<file path="src/rtl/ps2_pkg.sv">
// Shared PS/2 definitions: transmitter state encoding, frame geometry,
// common keyboard command bytes and the odd-parity helper.
package ps2_pkg;

    typedef enum logic [2:0] {
        ST_IDLE,
        ST_INHIBIT,
        ST_REQ,
        ST_XFER,
        ST_WAIT_IDLE,
        ST_FINISH
    } ps2_tx_state_e;

    localparam int unsigned PS2_FRAME_BITS = 11;
    localparam int unsigned PS2_BIT_CNT_W  = 4;

    localparam logic [7:0] PS2_CMD_SET_LEDS = 8'hED;
    localparam logic [7:0] PS2_CMD_RESET    = 8'hFF;
    localparam logic [7:0] PS2_CMD_ENABLE   = 8'hF4;

    // Odd parity: total number of ones across data and parity is odd.
    function automatic logic ps2_odd_parity(input logic [7:0] d);
        return ~^d;
    endfunction

endpackage

</file>
<file path="src/rtl/ps2_line_sync.sv">
// Two-flop synchroniser for one raw PS/2 line plus a falling-edge strobe.
// Every stage resets high (idle line), so reset release never yields an edge.
module ps2_line_sync (
    input  logic clock,
    input  logic reset,
    input  logic line_in,
    output logic line_sync,
    output logic fall_c
);

    logic meta_q, meta_d;
    logic sync_q, sync_d;
    logic prev_q, prev_d;

    always_comb begin
        meta_d = line_in;
        sync_d = meta_q;
        prev_d = sync_q;
    end

    always_ff @(posedge clock or posedge reset) begin
        if (reset) begin
            meta_q <= 1'b1;
            sync_q <= 1'b1;
            prev_q <= 1'b1;
        end else begin
            meta_q <= meta_d;
            sync_q <= sync_d;
            prev_q <= prev_d;
        end
    end

    assign line_sync = sync_q;
    // Only a synced 1->0 transition strobes; a held-low line does not.
    assign fall_c    = prev_q & ~sync_q;

endmodule

</file>
<file path="src/rtl/ps2_host_tx.sv">
// PS/2 host-to-device command transmitter: request-to-send, bit shifting on
// device clock falling edges, ACK check, and a watchdog over the device phase.
module ps2_host_tx
    import ps2_pkg::*;
#(
    parameter int unsigned CLK_FREQ_HZ    = 50_000_000,
    parameter int unsigned INHIBIT_CYCLES = (CLK_FREQ_HZ / 1_000_000) * 120,
    parameter int unsigned TIMEOUT_CYCLES = (CLK_FREQ_HZ / 1_000) * 15
) (
    input  logic       clock,
    input  logic       reset,
    input  logic       ps2_clk_in,
    input  logic       ps2_dat_in,
    output logic       ps2_clk_oe,
    output logic       ps2_dat_oe,
    input  logic [7:0] tx_data,
    input  logic       tx_valid,
    output logic       tx_ready,
    output logic       busy,
    output logic       done,
    output logic       error
);

    localparam int unsigned INH_W = (INHIBIT_CYCLES > 1) ? $clog2(INHIBIT_CYCLES) : 1;
    localparam int unsigned WD_W  = (TIMEOUT_CYCLES > 1) ? $clog2(TIMEOUT_CYCLES) : 1;

    localparam logic [INH_W-1:0]         INH_LAST    = INH_W'(INHIBIT_CYCLES - 1);
    localparam logic [WD_W-1:0]          WD_LAST     = WD_W'(TIMEOUT_CYCLES - 1);
    localparam logic [PS2_BIT_CNT_W-1:0] PARITY_EDGE = PS2_BIT_CNT_W'(8);
    localparam logic [PS2_BIT_CNT_W-1:0] STOP_EDGE   = PS2_BIT_CNT_W'(9);
    localparam logic [PS2_BIT_CNT_W-1:0] ACK_EDGE    = PS2_BIT_CNT_W'(PS2_FRAME_BITS - 1);

    logic clk_sync, clk_fall;
    logic dat_sync, dat_fall_unused;

    ps2_line_sync u_clk_sync (
        .clock     (clock),
        .reset     (reset),
        .line_in   (ps2_clk_in),
        .line_sync (clk_sync),
        .fall_c    (clk_fall)
    );

    ps2_line_sync u_dat_sync (
        .clock     (clock),
        .reset     (reset),
        .line_in   (ps2_dat_in),
        .line_sync (dat_sync),
        .fall_c    (dat_fall_unused)
    );

    ps2_tx_state_e            state_q, state_d;
    logic [7:0]               data_q, data_d;
    logic                     par_q, par_d;
    logic                     nack_q, nack_d;
    logic [PS2_BIT_CNT_W-1:0] bit_cnt_q, bit_cnt_d;
    logic [INH_W-1:0]         inh_cnt_q, inh_cnt_d;
    logic [WD_W-1:0]          wd_cnt_q, wd_cnt_d;
    logic                     clk_oe_q, clk_oe_d;
    logic                     dat_oe_q, dat_oe_d;
    logic                     tx_ready_q, tx_ready_d;
    logic                     busy_q, busy_d;
    logic                     done_q, done_d;
    logic                     error_q, error_d;

    // Next-state and registered-output logic.
    always_comb begin
        state_d   = state_q;
        data_d    = data_q;
        par_d     = par_q;
        nack_d    = nack_q;
        bit_cnt_d = bit_cnt_q;
        inh_cnt_d = inh_cnt_q;
        wd_cnt_d  = wd_cnt_q;
        clk_oe_d  = clk_oe_q;
        dat_oe_d  = dat_oe_q;
        done_d    = 1'b0;
        error_d   = 1'b0;

        case (state_q)
            ST_IDLE: begin
                clk_oe_d = 1'b0;
                dat_oe_d = 1'b0;
                if (tx_valid && tx_ready_q) begin
                    data_d    = tx_data;
                    par_d     = ps2_odd_parity(tx_data);
                    nack_d    = 1'b0;
                    inh_cnt_d = '0;
                    clk_oe_d  = 1'b1;
                    state_d   = ST_INHIBIT;
                end
            end

            ST_INHIBIT: begin
                if (inh_cnt_q == INH_LAST) begin
                    dat_oe_d = 1'b1;
                    state_d  = ST_REQ;
                end else begin
                    inh_cnt_d = inh_cnt_q + INH_W'(1);
                end
            end

            // Release the clock while data stays low as the start bit.
            ST_REQ: begin
                clk_oe_d  = 1'b0;
                wd_cnt_d  = '0;
                bit_cnt_d = '0;
                state_d   = ST_XFER;
            end

            ST_XFER: begin
                if (wd_cnt_q == WD_LAST) begin
                    clk_oe_d = 1'b0;
                    dat_oe_d = 1'b0;
                    done_d   = 1'b1;
                    error_d  = 1'b1;
                    state_d  = ST_IDLE;
                end else begin
                    wd_cnt_d = wd_cnt_q + WD_W'(1);
                    if (clk_fall) begin
                        bit_cnt_d = bit_cnt_q + PS2_BIT_CNT_W'(1);
                        if (bit_cnt_q < PARITY_EDGE) begin
                            dat_oe_d = ~data_q[bit_cnt_q[2:0]];
                        end else if (bit_cnt_q == PARITY_EDGE) begin
                            dat_oe_d = ~par_q;
                        end else if (bit_cnt_q == STOP_EDGE) begin
                            dat_oe_d = 1'b0;
                        end else if (bit_cnt_q == ACK_EDGE) begin
                            nack_d   = dat_sync;
                            dat_oe_d = 1'b0;
                            state_d  = ST_WAIT_IDLE;
                        end
                    end
                end
            end

            ST_WAIT_IDLE: begin
                if (wd_cnt_q == WD_LAST) begin
                    clk_oe_d = 1'b0;
                    dat_oe_d = 1'b0;
                    done_d   = 1'b1;
                    error_d  = 1'b1;
                    state_d  = ST_IDLE;
                end else begin
                    wd_cnt_d = wd_cnt_q + WD_W'(1);
                    if (clk_sync && dat_sync) begin
                        done_d  = 1'b1;
                        error_d = nack_q;
                        state_d = ST_FINISH;
                    end
                end
            end

            ST_FINISH: begin
                state_d = ST_IDLE;
            end

            default: begin
                clk_oe_d = 1'b0;
                dat_oe_d = 1'b0;
                state_d  = ST_IDLE;
            end
        endcase

        tx_ready_d = (state_d == ST_IDLE);
        busy_d     = (state_d != ST_IDLE);
    end

    always_ff @(posedge clock or posedge reset) begin
        if (reset) begin
            state_q    <= ST_IDLE;
            data_q     <= '0;
            par_q      <= 1'b0;
            nack_q     <= 1'b0;
            bit_cnt_q  <= '0;
            inh_cnt_q  <= '0;
            wd_cnt_q   <= '0;
            clk_oe_q   <= 1'b0;
            dat_oe_q   <= 1'b0;
            tx_ready_q <= 1'b1;
            busy_q     <= 1'b0;
            done_q     <= 1'b0;
            error_q    <= 1'b0;
        end else begin
            state_q    <= state_d;
            data_q     <= data_d;
            par_q      <= par_d;
            nack_q     <= nack_d;
            bit_cnt_q  <= bit_cnt_d;
            inh_cnt_q  <= inh_cnt_d;
            wd_cnt_q   <= wd_cnt_d;
            clk_oe_q   <= clk_oe_d;
            dat_oe_q   <= dat_oe_d;
            tx_ready_q <= tx_ready_d;
            busy_q     <= busy_d;
            done_q     <= done_d;
            error_q    <= error_d;
        end
    end

    assign ps2_clk_oe = clk_oe_q;
    assign ps2_dat_oe = dat_oe_q;
    assign tx_ready   = tx_ready_q;
    assign busy       = busy_q;
    assign done       = done_q;
    assign error      = error_q;

endmodule
</file>
<file path="config.mk">
export PLATFORM = sky130hd
export DESIGN_NAME = ps2_host_tx
export DESIGN_NICKNAME = d
export VERILOG_FILES = /design/src/rtl/ps2_pkg.sv /design/src/rtl/ps2_line_sync.sv /design/src/rtl/ps2_host_tx.sv
export SDC_FILE = /design/constraint.sdc
export NUM_CORES = 1
export LEC_CHECK = 0
export ABC_CLOCK_PERIOD_IN_PS = 2500
export CAP_MARGIN = 30
export CORE_AREA = 5 5 114 116
export CTS_CLUSTER_SIZE = 12
export DETAILED_ROUTE_END_ITERATION = 8
export DIE_AREA = 0 0 119 121
export HOLD_SLACK_MARGIN = 0.1
export PLACE_DENSITY = 0.42
export SLEW_MARGIN = 30
export SYNTH_ARGS = -nofsm -noshare
export SYNTH_HDL_FRONTEND = slang
export SYNTH_HIERARCHICAL = 1
export SYNTH_SLANG_ARGS = --single-unit
</file>
<file path="constraint.sdc">
create_clock -name clock -period 2.5 [get_ports clock]
set_input_delay 0.5 -clock clock [delete_from_list [all_inputs] [get_ports clock]]
set_output_delay 0.5 -clock clock [all_outputs]
set_load 0.03 [all_outputs]
</file>
==> metrics.sh <==
STATUS='completed'
TOTAL_POWER_AFTER_LAYOUT_mW=2.42
POSTLAYOUTCOREUTIL_PCT=35.3
FIN_TNS_SETUP_NS=0
FINAL_NET_COUNT=409
WORSTSETUPENDPOINTTYPE='register'
CTSRESIZECOUNT=0
SYN-NUM-NETS=380
WORSTSKEWPAIRLATENCY_NS=0.33
WORST-PATH-BUF-INV=0
CRIT_REQUIRED_NS=2.75
ROUTED_WIRELENGTH_UM=8300
CRITPATHLAUNCHTYPE='register'
CLOCK_TREE.BUFFER_DEPTH=2
CRITICAL-PATH-MAX-STAGE-DELAY_NS=0.67
AVGVIACOUNTPERCELL=5.04
PORTBUFFERS=18
DETAILED_PLACE.AREA_UM2=3850
WHS_PATH_DEPTH=0
SYNTHESIS.INSTANCES=361
CTS.SINK_COUNT=61
SETUP_VIOL=0
CHIPHEIGHT_UM=121
DP_HPWL_UM=6060
DIE-WIDTH_UM=119
CLK_PIN_SLEW_NS=0.05
DRT-INITIAL-DRC-COUNT=146
FINALMAXSLEWVIOLATIONS=0
POST_DRT_WL_PER_CELL_UM=15.3
CORE.ROWCOUNT=40
FILLERINSTANCES=1241
FF2FF_PATH_DEPTH=6
CRITICALPATHCATEGORY='register to register'
FINAL_LAYOUT_SIZE_SUFFIX_GT1_SHARE_PCT=15.2
GP_CONGESTION=0.786
CRITICAL_PATH.TOP_DELAY_FAMILY='compound AO/OA/AOI/OAI gates'
MIN_PERIOD_NS=2.16
CRITPATHARRIVALTIME_NS=2.41
DRT_DRC_VIOLATIONS_LEFT=0
PRECTSSETUPSLACK_NS=0.268
GRT_FIRST_PASS_WIRELENGTH_UM=14200
AREA_GROWTH_SYN_TO_LAYOUT_PCT=21.4
HOLD_SLACK_NS=0.355
POWER.LEAKAGE_nW=1.79
MAXSLEWHEADROOM_PCT=47.2
DESIGN.CORE.AREA_UM2=11800
CTS_BUFFERS=9
SLOWEST_STAGE='o211ai_1'
WORST_PIN_SLEW_NS=0.789
FINAL_CELL_AREA_UM2=4170
GRT_SETUP_UNREPAIRED='no'
GRT_MAX_DEGREE=31
ANTENNA_LEFT=0
SYNTHESIS.AREA_PER_INSTANCE_UM2=9.52
PLACED_CELLS_INCL_TAPS=526
CTS_HOLD_BUFFERS_ADDED=0
FINALCRITPERIODSHARE_PCT=86.2
CTS_ROOT_BUF='clkbuf_16'
VIAS_IN_THE_FIRST_GLOBAL_ROUTE=2718
TIMING.CRITICAL_PATH.DEPTH=6
GRT_UTIL_ALL_LAYERS_PCT=12.4
YOSYSWARNINGS=6
DRT-PASS1-ITER-COUNT=5
FINALWORSTSETUPSLACK_NS=0.345
ROUTE.VIAS.TOTAL=2731
IR_DROP_V=0.000333
H-TREE-DEPTH=3
SYNTH.CELL_AREA_UM2=3440
CRIT_PATH_MAX_FANOUT=11
IO_PINS=19
WORST_CLOCK_SKEW_NS=0.00516
POWER_PER_CELL_AREA_nW_PER_UM2=581
ANTENNA_CELLS_INSERTED=0
START_UTIL_PCT=29.1
FINAL_HOLD_VIO_COUNT=0
TIMING.MAX_CAP.VIOLATIONS=0
WORSTPATHCELLLIST='ha_1, nor4b_1, nand3_1, o211ai_1, o21ai_0, a21oi_1'
CTS.REPAIR_TIMING.SETUP_BUFFER_COUNT=0
OVERFLOW=0
GRT_ANTENNA_BEFORE_REPAIR=0
MAX_CLOCK_FREQ_GHz=0.464
INSTANCES_NO_FILL=542
TRITONCTS='yes'
HOLD_PATH_CLASS='register to register'
FP.DIEAREA_UM2=14400
==> cells in the final DEF, fill, tap and decap left out, types with 7 or more instances in the layout <==
cell type         n
a211oi_1          7
a21oi_1          19
and3_1            7
buf_4            16
clkbuf_16         9
clkdlybuf4s50_1  18
dfrtp_1          55
inv_1            14
mux2i_1           9
nand2_1          62
nand3_1          15
nand4_1          11
nor2_1           25
o21ai_0          15
xnor2_1          20
==> routing by layer <==
metal  wire (um)  global-route usage (%)  part of all wire, %
met5           0                       0                    0
met4         130                    4.63                  1.6
met3         246                    2.94                  3.0
met2        4150                    20.9                   50
met1        3770                    15.5                   45
==> flip-flops by register name, indices dropped and copies added (netlist names) <==
| name | flops |
|---|---|
| ps2_clk_oe | 1 |
| wd_cnt_q | 20 |
| error | 1 |
| data_q | 8 |
| tx_ready | 1 |
| state_q | 3 |
| u_dat_sync/line_sync | 1 |
| done | 1 |
| u_clk_sync/prev_q | 1 |
| par_q | 1 |
| u_clk_sync/meta_q | 1 |
| ps2_dat_oe | 1 |
| u_dat_sync/meta_q | 1 |
| busy | 1 |
| nack_q | 1 |
| u_clk_sync/line_sync | 1 |
| bit_cnt_q | 4 |
| inh_cnt_q | 13 |
==> power breakdown <==
group          switching, mW  leakage (nW)  internal (mW)  total (mW)
Sequential           0.00273         0.801          0.996       0.999
Combinational         0.0368         0.827         0.0333      0.0701
Clock                  0.432         0.163          0.923        1.35
==> cell type report <==
cell class | instances | area (um^2) | share of cell area [%]
Clock buffer | 12 | 256 | 6.15
Clock inverter | 4 | 70.1 | 1.68
Inverter | 15 | 56.3 | 1.35
Multi-Input combinational cell | 268 | 1750 | 42.0
Sequential cell | 61 | 1530 | 36.8
Tap cell | 147 | 184 | 4.41
Timing Repair Buffer | 35 | 320 | 7.68
==> worst reg2reg max path: stages (launching register included) <==
cell	delay, ns
dfrtp_1	0.39
ha_1	0.22
nor4b_1	0.30
nand3_1	0.15
o211ai_1	0.67
o21ai_0	0.21
a21oi_1	0.16
==> worst paths after layout <==
kind | from | to | slack (ns)
worst max register to register | wd_cnt_q[0]$_DFFE_PP0P_ | wd_cnt_q[8]$_DFFE_PP0P_ | 0.34
worst min register to register | u_dat_sync/meta_q$_DFF_PP1_ | u_dat_sync/line_sync$_DFF_PP1_ | 0.36
max in group asynchronous | reset | data_q[7]$_DFFE_PP0P_ | 1.55
min in group asynchronous | reset | u_dat_sync/line_sync$_DFF_PP1_ | 0.58
worst max-delay path | wd_cnt_q[0]$_DFFE_PP0P_ | wd_cnt_q[8]$_DFFE_PP0P_ | 0.34
worst min-delay path | u_dat_sync/meta_q$_DFF_PP1_ | u_dat_sync/line_sync$_DFF_PP1_ | 0.36
Power figures use the tool's default switching activity.
==> edit 1 (config.mk and constraints unchanged) <==
Register the output `error` once more, cleared by the reset; this adds one clock of latency there. The other outputs are not delayed to match.
--- a/src/rtl/ps2_host_tx.sv
+++ b/src/rtl/ps2_host_tx.sv
@@ -203,6 +203,12 @@
     assign tx_ready   = tx_ready_q;
     assign busy       = busy_q;
     assign done       = done_q;
-    assign error      = error_q;
+    always_ff @(posedge clock or posedge reset) begin
+        if (reset) begin
+            error <= '0;
+        end else begin
+            error <= error_q;
+        end
+    end
 
 endmodule
Check against the original RTL: same outputs for any inputs over 10 cycles, from zero or initial values and one cycle with reset high; that may be too few to reach the edited logic, so the function may still have changed.
==> edit 1 against the unedited design <==
- final cell count down 0.74%
- setup slack worse by 0.027 ns
- routed wire length down 0.60%
- design area down 0.60%
- total power down 3.3%
- largest cell class unchanged
- critical endpoint is now busy
- synthesized area up 0.73%
- sequential cell count up 1
==> edit 1: results (changes against the unedited design) <==
Parameter                              Value

Critical path
  Crit-path leading delay family    simple AND/OR/NAND/NOR gates (was compound AO/OA/AOI/OAI gates)
  Largest stage delay on the critical path    0.41 ns (was 0.67 ns)
  Cell type of the slowest stage on the worst timing path    sky130_fd_sc_hd__and3_1 (was sky130_fd_sc_hd__o211ai_1)
  Critical-path maximum fanout    7 (was 11)
  Worst Path Arrival    2.39 ns (was 2.41 ns)

CTS
  Count of instances resized after the clock tree is built    0 (unchanged)
  Total clock buffers created by CTS    9 (unchanged)
  Clock latency of the later-clocked register in the worst-skew pair    0.33 ns (about the same)
  Maximum buffer depth of the clock tree    2 (unchanged)
  CTS Root Buffer Type    sky130_fd_sc_hd__clkbuf_16 (unchanged)
  Number of H-tree levels    3 (unchanged)
  Post-CTS clock slew at the launch and capture registers of the worst setup and hold paths    0.05 ns (about the same)
  Count of buffers added by post-CTS timing repair for setup    0 (unchanged)

Final layout
  Antenna fix cells    0 (unchanged)
  Final Net Count    405 (was 409)
  Regs by FF count    wd_cnt_q (20), inh_cnt_q (13), data_q (8) (unchanged)
  Layout cell share with drive strength beyond 1    0.141 (was 0.152)

STA
  Worst slew margin    0.541 (was 0.472)
  Final number of hold-violating endpoints    0 (unchanged)
  Final worst clock skew    0.00650 ns (was 0.00516 ns)
  Post-Route Setup TNS    0 ns (unchanged)

Place
  Routability cong.    0.763 (was 0.786)
  Port buffer count    18 (unchanged)
  Half-perimeter wire length after placement    5940 microns (was 6060 microns)

Global route
  First-pass GRT wire length    14,200 microns (unchanged)
  Maximum number of pins on one net before global-route repair    58 (was 31)
  Antenna violations before repair    0 (unchanged)
  Number of global-route vias before repair    2,706 (was 2,718)
  Gr usage total    0.126 (was 0.124)

Worst hold path
  Worst min path class    register to register (unchanged)

Route
  First-pass detailed-route iteration total    5 (unchanged)
  WL met3    375 microns (was 246 microns)
  Highest routed metal layer    met4 (unchanged)
  Via density per instance    5.04 (about the same)
  Wirelength, routed    8250 microns (was 8300 microns)
  Post-route met1 wirelength    3750 microns (was 3770 microns)
  Number of DRC markers after the initial detailed-route iteration    149 (was 146)
  Length of routed met2 wiring    4050 microns (was 4150 microns)

Logic synthesis
  Warning count from the yosys run    6 (unchanged)
  Synthesized net count    381 (was 380)

Power
  VDD IR-drop max    0.000456 V (was 0.000333 V)
  Pleak    1.77 nW (was 1.79 nW)

Outcome
  Run status    finished, final reports clean (unchanged)
[edit 1: through the flow]
stage,cell area (sq um),cells,setup slack (ns),power [W]
6_report,4150,538,0.318,0.00234
5_1_grt,4150,538,0.0693,0.00244
4_1_cts,4150,538,0.303,0.00239
3_5_place_dp,3850,522,0.252,0.00110
3_3_place_gp,3850,522,0.270,0.00111
2_1_floorplan,3460,362,0.558,0.00107
[edit 1: cell type report]
| class | count | area, sq um |
|---|---|---|
| timing repair buffer | 30 | 295 |
| clock inverter | 4 | 45.0 |
| sequential | 62 | 1560 |
| tap | 147 | 184 |
| inverter | 15 | 56.3 |
| multi-input combinational | 268 | 1750 |
| clock buffer | 12 | 256 |
| fill | 1215 | 7660 |
[edit 1: path summary, 6_finish.rpt]
path | startpoint | to | slack (ns) | depth (start not counted)
max | wd_cnt_q[0] | busy | 0.32 | 6
min | error_q | error | 0.35 | 0
max reg2reg | wd_cnt_q[0] | busy | 0.32 | 6
min reg2reg | error_q | error | 0.35 | 0
max in group asynchronous | reset | tx_ready | 1.59 | 3
min in group asynchronous | reset | u_dat_sync/meta_q | 0.57 | 2
[edit 1: layer usage]
layer,vias to the layer above,GRT usage
met5,-,0
met4,0,0.0326
met3,5,0.0457
met2,43,0.211
met1,1326,0.154
li1,1339,-
[edit 1: where the power goes]
group          leakage [nW]  switching [W]  internal [W]
Combinational         0.805      0.0000355     0.0000345
Clock                 0.152       0.000439      0.000820
Sequential            0.815     0.00000319       0.00101
Total                  1.77       0.000478       0.00187
==> edit 2 (same settings) <==
Made on the original files. The package constant `PS2_BIT_CNT_W` goes from 4 to 6.
--- a/src/rtl/ps2_pkg.sv
+++ b/src/rtl/ps2_pkg.sv
@@ -12,7 +12,7 @@
     } ps2_tx_state_e;
 
     localparam int unsigned PS2_FRAME_BITS = 11;
-    localparam int unsigned PS2_BIT_CNT_W  = 4;
+    localparam int unsigned PS2_BIT_CNT_W  = 6;
 
     localparam logic [7:0] PS2_CMD_SET_LEDS = 8'hED;
     localparam logic [7:0] PS2_CMD_RESET    = 8'hFF;
Function: same outputs for any inputs over 10 cycles, from zero or initial values and one cycle with reset high; that may be too few to reach the edited logic, so the function may still have changed.
==> edit 2 against the unedited design <==
- total power shrank 0.81%
- via count shrank 1.5%
- setup slack lost 0.21 ns
- routed wire length grew 5.2%
- synthesized area shrank 2.1%
- sequential share of layout area grew 1.3 points
- sequential cell count grew 2
- design area shrank 0.18%
- critical path type unchanged
- critical endpoint is now busy
- largest cell class unchanged
==> edit 2: results (changes against the unedited design) <==
Parameter                              Value

CTS
  CTS Root Buffer Type    sky130_fd_sc_hd__clkbuf_16 (unchanged)
  Count of buffers added by post-CTS timing repair for setup    0 (unchanged)
  Clock latency of the later-clocked register in the worst-skew pair    0.34 ns
  Total clock buffers created by CTS    9 (unchanged)
  Number of H-tree levels    3 (unchanged)
  Maximum buffer depth of the clock tree    2 (unchanged)
  Post-CTS clock slew at the launch and capture registers of the worst setup and hold paths    0.05 ns (about the same)

STA
  Final worst clock skew    0.00659 ns (was 0.00516 ns)
  Worst slew margin    0.640 (was 0.472)
  Worst hold margin    0.354 ns (was 0.355 ns)

Worst hold path
  Worst min path class    register to register (unchanged)

Critical path
  Worst Reg-to-Reg Cells    5 (was 6)
  Termination of the worst setup path    busy (was wd_cnt_q[8])
  Startpoint of the most critical setup path    wd_cnt_q[4] (was wd_cnt_q[0])
  Critical-path maximum fanout    4 (was 11)
  R2r setup slk    0.14 ns (was 0.34 ns)
  Worst Path Arrival    2.58 ns (was 2.41 ns)

Final layout
  Antenna fix cells    0 (unchanged)
  Regs by FF count    wd_cnt_q (20), inh_cnt_q (13), data_q (8) (unchanged)
  Layout cell share with drive strength beyond 1    0.172 (was 0.152)
  Final Net Count    397 (was 409)

Logic synthesis
  Synthesized net count    361 (was 380)
  Warning count from the yosys run    6 (unchanged)

Run
  Maximum Capacitance Violations    0 (unchanged)

Global route
  Number of global-route vias before repair    2,775 (was 2,718)
  Gr usage total    0.133 (was 0.124)
  Antenna violations before repair    0 (unchanged)
  First-pass GRT wire length    14,900 microns (was 14,200 microns)
  Maximum number of pins on one net before global-route repair    28 (was 31)

Route
  Via Count    2,689 (was 2,731)
  DRC viols    0 (unchanged)
  Average wire per cell in the routed design    16.5 microns (was 15.3 microns)
  First-pass detailed-route iteration total    4 (was 5)
  Number of DRC markers after the initial detailed-route iteration    217 (was 146)

Power
  VDD IR-drop max    0.000273 V (was 0.000333 V)
  Pleak    1.76 nW (was 1.79 nW)

Place
  Port buffer count    18 (unchanged)
  Routability cong.    0.752 (was 0.786)
  Half-perimeter wire length after placement    6290 microns (was 6060 microns)

Outcome
  Run status    finished, final reports clean (unchanged)
-- edit 2: per-layer routing --
layer  vias to the layer above  track usage  part of all wire  routed length (microns)
met1                      1321        0.179              0.49                     4280
met3                        10       0.0359             0.031                      268
met2                        34        0.199              0.46                     4010
li1                       1324            -                 -                        -
met4                         0       0.0587             0.019                      168
met5                         -            0                 0                        0
-- edit 2: worst min-delay path by stage --
| stage | from | end | cells after the start |
|---|---|---|---|
| detailed placement | u_dat_sync/meta_q | u_dat_sync/line_sync | 0 |
| finish | u_dat_sync/meta_q | u_dat_sync/line_sync | 0 |
| CTS | u_dat_sync/meta_q | u_dat_sync/line_sync | 0 |
| global route | u_dat_sync/meta_q | u_dat_sync/line_sync | 0 |
| global placement | u_dat_sync/meta_q | u_dat_sync/line_sync | 0 |
| floorplan | u_clk_sync/meta_q | u_clk_sync/line_sync | 0 |
-- edit 2: final cells by class --
| class | instances | area [sq um] |
|---|---|---|
| clock buffer | 13 | 270 |
| sequential | 63 | 1580 |
| clock inverter | 3 | 40.0 |
| fill | 1228 | 7650 |
| tap | 147 | 184 |
| inverter | 12 | 45.0 |
| multi-input combinational | 255 | 1680 |
| timing repair buffer | 37 | 360 |
-- edit 2: power breakdown --
group | total, W | switching, W | internal, W | leakage [nW]
clock network | 0.00130 | 0.000452 | 0.000849 | 0.156
logic | 0.0000717 | 0.0000369 | 0.0000348 | 0.770
registers | 0.00103 | 0.00000219 | 0.00103 | 0.839
total | 0.00240 | 0.000492 | 0.00191 | 1.76
-- edit 2: metrics by stage --
step	worst slack (ns)	cells	cell area, sq um	total power [W]
2_1_floorplan	0.129	342	3360	0.00108
3_3_place_gp	0.146	514	3850	0.00112
3_5_place_dp	0.143	514	3850	0.00112
4_1_cts	0.112	530	4160	0.00246
5_1_grt	0.0148	530	4170	0.00250
6_report	0.136	530	4170	0.00240
-- edit 2: repair_timing --
item                                    CTS  global route
gates resized for setup                   0             1
endpoints found under the setup margin    0             1
hold endpoints to repair                  0             0
-- edit 2: critical path: stages (launching register included) --
cell                      delay, ns
sky130_fd_sc_hd__dfrtp_1       0.37
sky130_fd_sc_hd__or4b_4        0.55
sky130_fd_sc_hd__or4_1         0.62
sky130_fd_sc_hd__o21ai_2       0.15
sky130_fd_sc_hd__a21oi_1       0.09
sky130_fd_sc_hd__or4_1         0.46
